File: src/rtl/alu_sequencer.sv
// alu_sequencer: 32-bit ALU sequencer; single-cycle ops via EXEC, signed MUL/DIV via a 32-step iterative datapath.
// Build option: define ALU_SEQUENCER_DIV_EN to include the restoring divider (otherwise control 12 is illegal).
module alu_sequencer #(
  parameter int WIDTH = 32
) (
  input  logic             clock,
  input  logic             clear,
  input  logic             req_valid,
  output logic             req_ready,
  input  logic [3:0]       control,
  input  logic [WIDTH-1:0] a_in,
  input  logic [WIDTH-1:0] b_in,
  output logic             done,
  output logic [WIDTH-1:0] c_lo_out,
  output logic [WIDTH-1:0] c_hi_out,
  output logic             div_by_zero,
  output logic             illegal_op
);

  localparam logic [3:0] OP_ADD  = 4'd0;
  localparam logic [3:0] OP_SUB  = 4'd1;
  localparam logic [3:0] OP_AND  = 4'd2;
  localparam logic [3:0] OP_OR   = 4'd3;
  localparam logic [3:0] OP_SHR  = 4'd4;
  localparam logic [3:0] OP_SHRA = 4'd5;
  localparam logic [3:0] OP_SHL  = 4'd6;
  localparam logic [3:0] OP_ROR  = 4'd7;
  localparam logic [3:0] OP_ROL  = 4'd8;
  localparam logic [3:0] OP_NEG  = 4'd9;
  localparam logic [3:0] OP_NOT  = 4'd10;
  localparam logic [3:0] OP_MUL  = 4'd11;
`ifdef ALU_SEQUENCER_DIV_EN
  localparam logic [3:0] OP_DIV  = 4'd12;
`endif

  typedef enum logic [2:0] {
    S_IDLE = 3'd0,
    S_EXEC = 3'd1,
    S_LOAD = 3'd2,
    S_ITER = 3'd3,
    S_FIX  = 3'd4,
    S_DONE = 3'd5
  } state_t;

  state_t             r_state, w_next;
  logic [3:0]         r_op;
  logic [WIDTH-1:0]   r_a, r_b;
  logic [WIDTH-1:0]   r_lo, r_hi;
  logic               r_done, r_dz, r_il;
  logic [4:0]         r_cnt;
  logic [WIDTH:0]     r_acc;
  logic [WIDTH-1:0]   r_q, r_d;
  logic               r_neg_q;

  logic               w_long;
  logic [4:0]         w_sh;
  logic [2*WIDTH-1:0] w_ror, w_rol;
  logic [WIDTH-1:0]   w_exec_lo, w_exec_hi;
  logic               w_exec_dz, w_exec_il;
  logic [WIDTH-1:0]   w_mag_a, w_mag_b;
  logic [WIDTH:0]     w_sum;
  logic [2*WIDTH-1:0] w_prod, w_prod_fix;

`ifdef ALU_SEQUENCER_DIV_EN
  logic               r_is_div, r_neg_r;
  logic [WIDTH:0]     w_rsh, w_diff;
  logic [WIDTH-1:0]   w_quo_fix, w_rem_fix;
`endif

  assign req_ready   = (r_state == S_IDLE);
  assign done        = r_done;
  assign c_lo_out    = r_lo;
  assign c_hi_out    = r_hi;
  assign div_by_zero = r_dz;
  assign illegal_op  = r_il;

  // Only MUL and a non-zero-divisor DIV take the iterative path.
`ifdef ALU_SEQUENCER_DIV_EN
  assign w_long = (control == OP_MUL) || ((control == OP_DIV) && (b_in != '0));
`else
  assign w_long = (control == OP_MUL);
`endif

  always_ff @(posedge clock or negedge clear) begin
    if (!clear) r_state <= S_IDLE;
    else        r_state <= w_next;
  end

  always_comb begin
    w_next = r_state;
    case (r_state)
      S_IDLE: if (req_valid) w_next = w_long ? S_LOAD : S_EXEC;
      S_EXEC: w_next = S_DONE;
      S_LOAD: w_next = S_ITER;
      S_ITER: if (r_cnt == 5'd31) w_next = S_FIX;
      S_FIX:  w_next = S_DONE;
      S_DONE: w_next = S_IDLE;
      default: w_next = S_IDLE;
    endcase
  end

  assign w_sh  = r_b[4:0];
  assign w_ror = {r_a, r_a} >> w_sh;
  assign w_rol = {r_a, r_a} << w_sh;

  always_comb begin
    w_exec_lo = '0;
    w_exec_hi = '0;
    w_exec_dz = 1'b0;
    w_exec_il = 1'b0;
    case (r_op)
      OP_ADD:  w_exec_lo = r_a + r_b;
      OP_SUB:  w_exec_lo = r_a - r_b;
      OP_AND:  w_exec_lo = r_a & r_b;
      OP_OR:   w_exec_lo = r_a | r_b;
      OP_SHR:  w_exec_lo = r_a >> w_sh;
      OP_SHRA: w_exec_lo = $signed(r_a) >>> w_sh;
      OP_SHL:  w_exec_lo = r_a << w_sh;
      OP_ROR:  w_exec_lo = w_ror[WIDTH-1:0];
      OP_ROL:  w_exec_lo = w_rol[2*WIDTH-1:WIDTH];
      OP_NEG:  w_exec_lo = -r_a;
      OP_NOT:  w_exec_lo = ~r_a;
`ifdef ALU_SEQUENCER_DIV_EN
      // DIV reaches EXEC only with a zero divisor.
      OP_DIV: begin
        w_exec_hi = r_a;
        w_exec_dz = 1'b1;
      end
`endif
      default: w_exec_il = 1'b1;
    endcase
  end

  assign w_mag_a = r_a[WIDTH-1] ? -r_a : r_a;
  assign w_mag_b = r_b[WIDTH-1] ? -r_b : r_b;

  // Multiply step: {acc, q} holds the partial product; multiplier bits retire from q[0].
  assign w_sum      = r_acc + (r_q[0] ? {1'b0, r_d} : '0);
  assign w_prod     = {r_acc[WIDTH-1:0], r_q};
  assign w_prod_fix = r_neg_q ? -w_prod : w_prod;

`ifdef ALU_SEQUENCER_DIV_EN
  // Restoring divide: acc is the partial remainder, q shifts dividend out and quotient in.
  assign w_rsh     = {r_acc[WIDTH-1:0], r_q[WIDTH-1]};
  assign w_diff    = w_rsh - {1'b0, r_d};
  assign w_quo_fix = r_neg_q ? -r_q : r_q;
  assign w_rem_fix = r_neg_r ? -r_acc[WIDTH-1:0] : r_acc[WIDTH-1:0];
`endif

  always_ff @(posedge clock or negedge clear) begin
    if (!clear) begin
      r_op     <= '0;
      r_a      <= '0;
      r_b      <= '0;
      r_lo     <= '0;
      r_hi     <= '0;
      r_done   <= 1'b0;
      r_dz     <= 1'b0;
      r_il     <= 1'b0;
      r_cnt    <= '0;
      r_acc    <= '0;
      r_q      <= '0;
      r_d      <= '0;
      r_neg_q  <= 1'b0;
`ifdef ALU_SEQUENCER_DIV_EN
      r_is_div <= 1'b0;
      r_neg_r  <= 1'b0;
`endif
    end else begin
      r_done <= 1'b0;
      case (r_state)
        S_IDLE: if (req_valid) begin
          r_op <= control;
          r_a  <= a_in;
          r_b  <= b_in;
          r_dz <= 1'b0;
          r_il <= 1'b0;
        end
        S_EXEC: begin
          r_lo   <= w_exec_lo;
          r_hi   <= w_exec_hi;
          r_dz   <= w_exec_dz;
          r_il   <= w_exec_il;
          r_done <= 1'b1;
        end
        S_LOAD: begin
          r_acc    <= '0;
          r_q      <= w_mag_a;
          r_d      <= w_mag_b;
          r_cnt    <= '0;
          r_neg_q  <= r_a[WIDTH-1] ^ r_b[WIDTH-1];
`ifdef ALU_SEQUENCER_DIV_EN
          r_is_div <= (r_op == OP_DIV);
          r_neg_r  <= r_a[WIDTH-1];
`endif
        end
        S_ITER: begin
          r_cnt <= r_cnt + 5'd1;
`ifdef ALU_SEQUENCER_DIV_EN
          if (r_is_div) begin
            if (!w_diff[WIDTH]) begin
              r_acc <= w_diff;
              r_q   <= {r_q[WIDTH-2:0], 1'b1};
            end else begin
              r_acc <= w_rsh;
              r_q   <= {r_q[WIDTH-2:0], 1'b0};
            end
          end else begin
            r_acc <= {1'b0, w_sum[WIDTH:1]};
            r_q   <= {w_sum[0], r_q[WIDTH-1:1]};
          end
`else
          r_acc <= {1'b0, w_sum[WIDTH:1]};
          r_q   <= {w_sum[0], r_q[WIDTH-1:1]};
`endif
        end
        S_FIX: begin
`ifdef ALU_SEQUENCER_DIV_EN
          if (r_is_div) begin
            r_lo <= w_quo_fix;
            r_hi <= w_rem_fix;
          end else begin
            r_lo <= w_prod_fix[WIDTH-1:0];
            r_hi <= w_prod_fix[2*WIDTH-1:WIDTH];
          end
`else
          r_lo <= w_prod_fix[WIDTH-1:0];
          r_hi <= w_prod_fix[2*WIDTH-1:WIDTH];
`endif
          r_done <= 1'b1;
        end
        default: ;
      endcase
    end
  end

endmodule

File: config.mk
export PLATFORM = sky130hd
export DESIGN_NAME = alu_sequencer
export DESIGN_NICKNAME = d
export VERILOG_FILES = /design/src/rtl/alu_sequencer.sv
export SDC_FILE = /design/constraint.sdc
export NUM_CORES = 1
export LEC_CHECK = 0
export CORE_MARGIN = 1
export CORE_UTILIZATION = 46
export DETAILED_ROUTE_END_ITERATION = 10
export DONT_BUFFER_PORTS = 1
export HOLD_SLACK_MARGIN = 0.1
export SLEW_MARGIN = 20
export SYNTH_ARGS = -nofsm -noshare
export SYNTH_HDL_FRONTEND = slang
export SYNTH_SLANG_ARGS = --single-unit
File: constraint.sdc
create_clock -name clock -period 4.8 [get_ports clock]
set_input_delay 0.48 -clock clock [delete_from_list [all_inputs] [get_ports clock]]
set_output_delay 0.48 -clock clock [all_outputs]
set_load 0.03 [all_outputs]
# Yosys cells after proc, flatten, opt, wreduce, memory -nomap -nowiden
# Cells that the tools add are included.
[totals]
register_bits = 241
latchBits = 0
mem_bits_rw = 0
rom_bits = 0
in_bits = 71
elab_cells = 77
n_memories = 0
[op_classes]
n_addsub = 7
mul = 0
div_mod_pow = 0
n_lt_le_gt_ge = 0
n_eq_ne = 18
shifts = 5
n_mux = 19
n_bitwise = 4
n_reduce_logical = 10
[op_table]
columns = ["cell", "n"]
rows = [
  ["$pmux 32 s11", 1],
  ["$pmux 32 s2", 3],
  ["$mux 32", 3],
  ["$pmux 33 s2", 1],
  ["$mux 64", 1],
  ["$neg 32->32", 2],
  ["$neg 64->64", 1],
  ["$shl 64x5->64", 1],
  ["$shr 64x5->32", 1],
  ["$add 33x32->33", 1],
  ["$add 32x32->32", 1],
  ["$and 32x32->32", 1],
  ["$not 32->32", 1],
  ["$or 32x32->32", 1],
  ["$shl 32x5->32", 1],
  ["$shr 32x5->32", 1],
  ["$sshr 32x5->32", 1],
  ["$sub 32x32->32", 1],
  ["$eq 4x3->1 const B", 4],
  ["$eq 4x4->1 const B", 4],
  ["$pmux 3 s4", 1],
  ["$reduce_or 11->1", 1],
  ["$pmux 5 s2", 1],
  ["$eq 4x2->1 const B", 2],
  ["other kinds (17)", 27],
]

# Logic depth before layout (Yosys ltp)
# Gate-level depths: netlist of the first run.
[logic_depth]
depth_word = 4
depth_mapped = 22
depth_no_buf = 18

# Worst setup path before layout of the first run
# Ideal clock, no wire load.
[synth_timing]
kind = "reg-to-reg"
startpoint = "register r_b[1]"
endpoint = "register r_lo[31], in the netlist c_lo_out[31]"
setup_time_ns = 0.132
arrival_ns = 4.790
t_required_ns = 4.668
slack_ns = -0.122
stages_incl_launch_ff = 23
cell_sequence = "dfrtp_1 -> buf_2 -> buf_1 -> buf_2 -> inv_1 -> clkbuf_1 -> ha_1 -> nand3_1 -> or3_1 -> or4_1 -> nor3_1 -> nand2_1 -> nand2_1 -> xor2_1 -> ha_1 -> a21o_1 -> a21oi_1 -> o21bai_1 -> mux2_2 -> a21oi_1 -> o21ai_0 -> a221oi_1 -> o21ai_1"
[synth_between]
elab_chain_cells = 3
[synth_rtl]
columns = ["item", "line", "source"]
rows = [
  ["start, declared", "47", "logic [WIDTH-1:0] r_a, r_b;"],
  ["start signal, assigned", "175", "r_b <= b_in;"],
  ["$sub 32x32->32, or another cell as far along", "113", "OP_SUB: w_exec_lo = r_a - r_b;"],
  ["$pmux 32 s11 *", "111", "case (r_op)"],
  ["$pmux 32 s2 *", "171", "case (r_state)"],
  ["end signal, assigned", "180", "r_lo <= w_exec_lo;"],
  ["end signal, assigned", "227", "r_lo <= w_prod_fix[WIDTH-1:0];"],
  ["end, declared", "48", "logic [WIDTH-1:0] r_lo, r_hi;"],
]
# Every way passes the cells marked *; elsewhere a longest branch is shown, timed or not.
# A chain may end at the register's enable or synchronous reset.

# Worst setup path after layout of the first run
[layout_timing]
startpoint = "register r_b[8]"
endpoint = "register r_lo[30], in the netlist c_lo_out[30]"
[layout_between]
elab_chain_cells = 3
[layout_rtl]
columns = ["item", "line"]
rows = [
  ["$sub 32x32->32 / $add 32x32->32 (equally long branches)", "113, 112"],
  ["$pmux 32 s11 *", "111"],
  ["$pmux 32 s2 *", "171"],
]
# Marked as above.

==> flow_summary.toml, run 1 <==
[outcome]
status = "complete, but fails checks"
failed_checks = "hold timing"

[grt]
first_global_vias = 21910
grt_max_degree = 240
antenna_found_initial = 7
grt_pass1_wl_mm = 155.2
grt_remaining_overflow = 0
grt_usage_pct = 43.29

[route]
viasPerCell = 6.894
drc = 0
num_vias = 23430
ant_nets = 0
drt-total-wl_mm = 107.8
drt_iter0_drc = 2817
first_pass_iters = 6
wl_per_cell_um = 31.70

[clock_network]
clkTransAtPathRegs_ns = 0.07
insertion_delay_ns = 0.62
ctsRootBufferMaster = "clkbuf_16"
cts_tree = "yes"
postCtsHoldBufs = 68
cts_setup_buffers = 0
cts_num_sinks = 239
numCtsBuffers = 29
cts_buffer_depth = 3
htreeDepth = 1

[synth]
synth_top_cell_by_area = "dfrtp_1"
netlist_top_cells_area = "dfrtp_1, mux4_2, nor2_1, xor2_1, o21ai_0"
ys_types = 82
syn_area_sq_um = 22070
synth_edf_count = 0
ys_seq_area_share_pct = 27.10
syn_avg_cell_area_sq_um = 8.008
async_reset_ff_share_pct = 100.0
yosysWarnings = 0
synth_top_area_share_pct = 27.10
syn_nets = 2904
ys_ff_latch = 239
ys.flop_type = "dfrtp_1"
syn_inst = 2756

[die]
die_area_sq_um = 48860
rows = 79
io_pins = 139
die_h_um = 221.0
start_util_pct = 47.01
core_sq_um = 46950
die_x_um = 221.0

[sta]
final-setup-viol-count = 0
hold_viol_final = 239
setup_tns_ns = 0
holdWs_ns = -0.4179
layout_min_cycle_time_ns = 4.734
grt_setup_unrepaired = "true"
worstMarginPinSlew_ns = 1.267
slew_viol_final = 0
max_freq_mhz = 211.2
relSlewSlack_pct = 15.54
skew_ns = 0.04062
setup_slack_ns = 0.06599
fin_crit_sh_pct = 98.63

[critical_path]
worstReg2RegStart = "r_b[8]"
crit_type = "reg2reg"
r2r_setup_slack_ns = 0.07
rr_worst_depth = 16
critical_path_arrival_ns = 5.22
startpoint_type = "flop"
required_ns = 5.29
r2r_end = "c_lo_out[30]"
worstSetupEndpointType = "flop"
worstPathMaxFanout = 5

[final_layout]
mostFrequentLayoutCell = "nor2_1"
area_growth_pct = 12.68
final_core_util_pct = 52.97
finalNonFillerCells = 3399
nFillCells = 4390
nets = 2913
layout_common_cells = "nor2_1, nand2_1, o21ai_0, dfrtp_1, a21oi_1"
drive_gt1_share_pct = 13.92

[placement]
placed_cells = 3273
gp_congestion = 1.053
port_buffers = 0
preCtsSetupSlack_ns = -0.1848
dp_hpwl_mm = 80.06

[min_path]
hold_path_class = "in2async"

[run]
maxCapViolCount = 0
==> registers in the layout, summed over array words and instances, names as in the netlist <==
signal	flops
r_state	3
r_op	4
r_a	32
r_acc	32
r_neg_q	1
r_cnt	5
r_q	32
r_b	32
r_d	32
c_lo_out	32
c_hi_out	32
done	1
illegal_op	1
==> worst max path at each step <==
stage | startpoint | end | slack [ns] | cells past startpoint
6_report | r_b[8] | c_lo_out[30] | 0.07 | 16
5_1_grt | r_b[8] | c_lo_out[31] | -0.03 | 16
4_1_cts | r_b[3] | c_lo_out[20] | 0.05 | 18
3_5_place_dp | r_b[3] | c_lo_out[20] | -0.18 | 18
3_3_place_gp | r_b[3] | c_lo_out[20] | -0.01 | 18
2_1_floorplan | r_b[1] | c_lo_out[31] | 0.003 | 22
==> layout make-up <==
cell class	count	area, sq um	area share [%]
Antenna cell	4	10.01	0.04025
Inverter	26	97.59	0.3924
Multi-Input combinational cell	2252	15210	61.17
Timing Repair Buffer	217	1812	7.285
Clock inverter	17	186.4	0.7496
Sequential cell	239	5997	24.11
Clock buffer	37	795.8	3.200
Tap cell	607	759.5	3.054
==> repair_timing <==
action,CTS,global route
gates resized for setup,2,19
endpoints found under the hold margin,307,239
endpoints found under the setup margin,2,8
pin swaps,0,4
==> Yosys cell counts (all sizes together) (5+ instances only) <==
library cell,instances
a2111oi,8
a211o,7
a211oi,33
a21o,39
a21oi,229
a221o,7
a221oi,24
a22o,5
a22oi,23
a31oi,16
and2,42
and3,14
buf,31
clkbuf,208
dfrtp,239
ha,75
inv,25
mux2,70
mux2i,58
mux4,61
nand2,298
nand2b,25
nand3,35
nand4,12
nor2,349
nor2b,13
nor3,39
nor4,19
o2111ai,13
o211ai,18
o21a,13
o21ai,243
o21bai,11
o221ai,15
o22ai,26
o31ai,41
o41ai,11
or2,11
or3,47
or4,20
xnor2,78
xor2,145
==> through the flow <==
step | hold WS (ns) | area [sq um]
2_1_floorplan | 0.1844 | 22070
4_1_cts | -0.4504 | 24790
3_3_place_gp | 0.1886 | 23110
3_5_place_dp | 0.1897 | 23110
5_1_grt | -0.4377 | 24860
6_report | -0.4179 | 24870
==> layer usage <==
layer	track usage (%)	vias up	part of all wire (%)
li1	-	10030	-
met1	56.76	11600	40
met2	67.26	1453	44
met3	8.750	352	10
met4	23.12	2	6.5
met5	0	-	0.018
==> worst max-delay path, stage by stage (launching register included) <==
cell and delay, ns:
dfrtp_1 0.39, or3_4 0.39, or4_4 0.47, or4_4 0.52, or3_4 0.36, or3_4 0.37
or4_4 0.44, nand2_2 0.09, xor2_1 0.16, ha_1 0.27, buf_4 0.17, a21oi_1 0.15
o21ai_0 0.14, mux2_2 0.25, nor2_1 0.04, nor4_1 0.29, o21ai_1 0.11
==> kinds of logic after synthesis <==
kind of cell,synth area share [%]
buffers and inverters,4.626
multiplexers,12.43
flip-flops,27.10
XOR/XNOR,8.883
AND/OR/NAND/NOR,19.55
AO/OA/AOI/OAI,22.97
adder cells (fa/ha/maj),4.433
other,0.01699
Power of run 1 is left out: the tool's default activity adds up to more than one toggle a clock period on the data nets, which glitch-free logic cannot reach.
==> run 2: changes to the inputs <==
--- a/config.mk
+++ b/config.mk
@@ -5,7 +5,6 @@
 export SDC_FILE = /design/constraint.sdc
 export NUM_CORES = 1
 export LEC_CHECK = 0
-export CORE_MARGIN = 1
 export CORE_UTILIZATION = 46
 export DETAILED_ROUTE_END_ITERATION = 10
 export DONT_BUFFER_PORTS = 1
@@ -14,3 +13,4 @@
 export SYNTH_ARGS = -nofsm -noshare
 export SYNTH_HDL_FRONTEND = slang
 export SYNTH_SLANG_ARGS = --single-unit
+export TNS_END_PERCENT = 100
==> results of run 2 <==
The final DEF is identical to that of run 1; final timing and power are the same.
Power of run 2 is left out for the same reason.
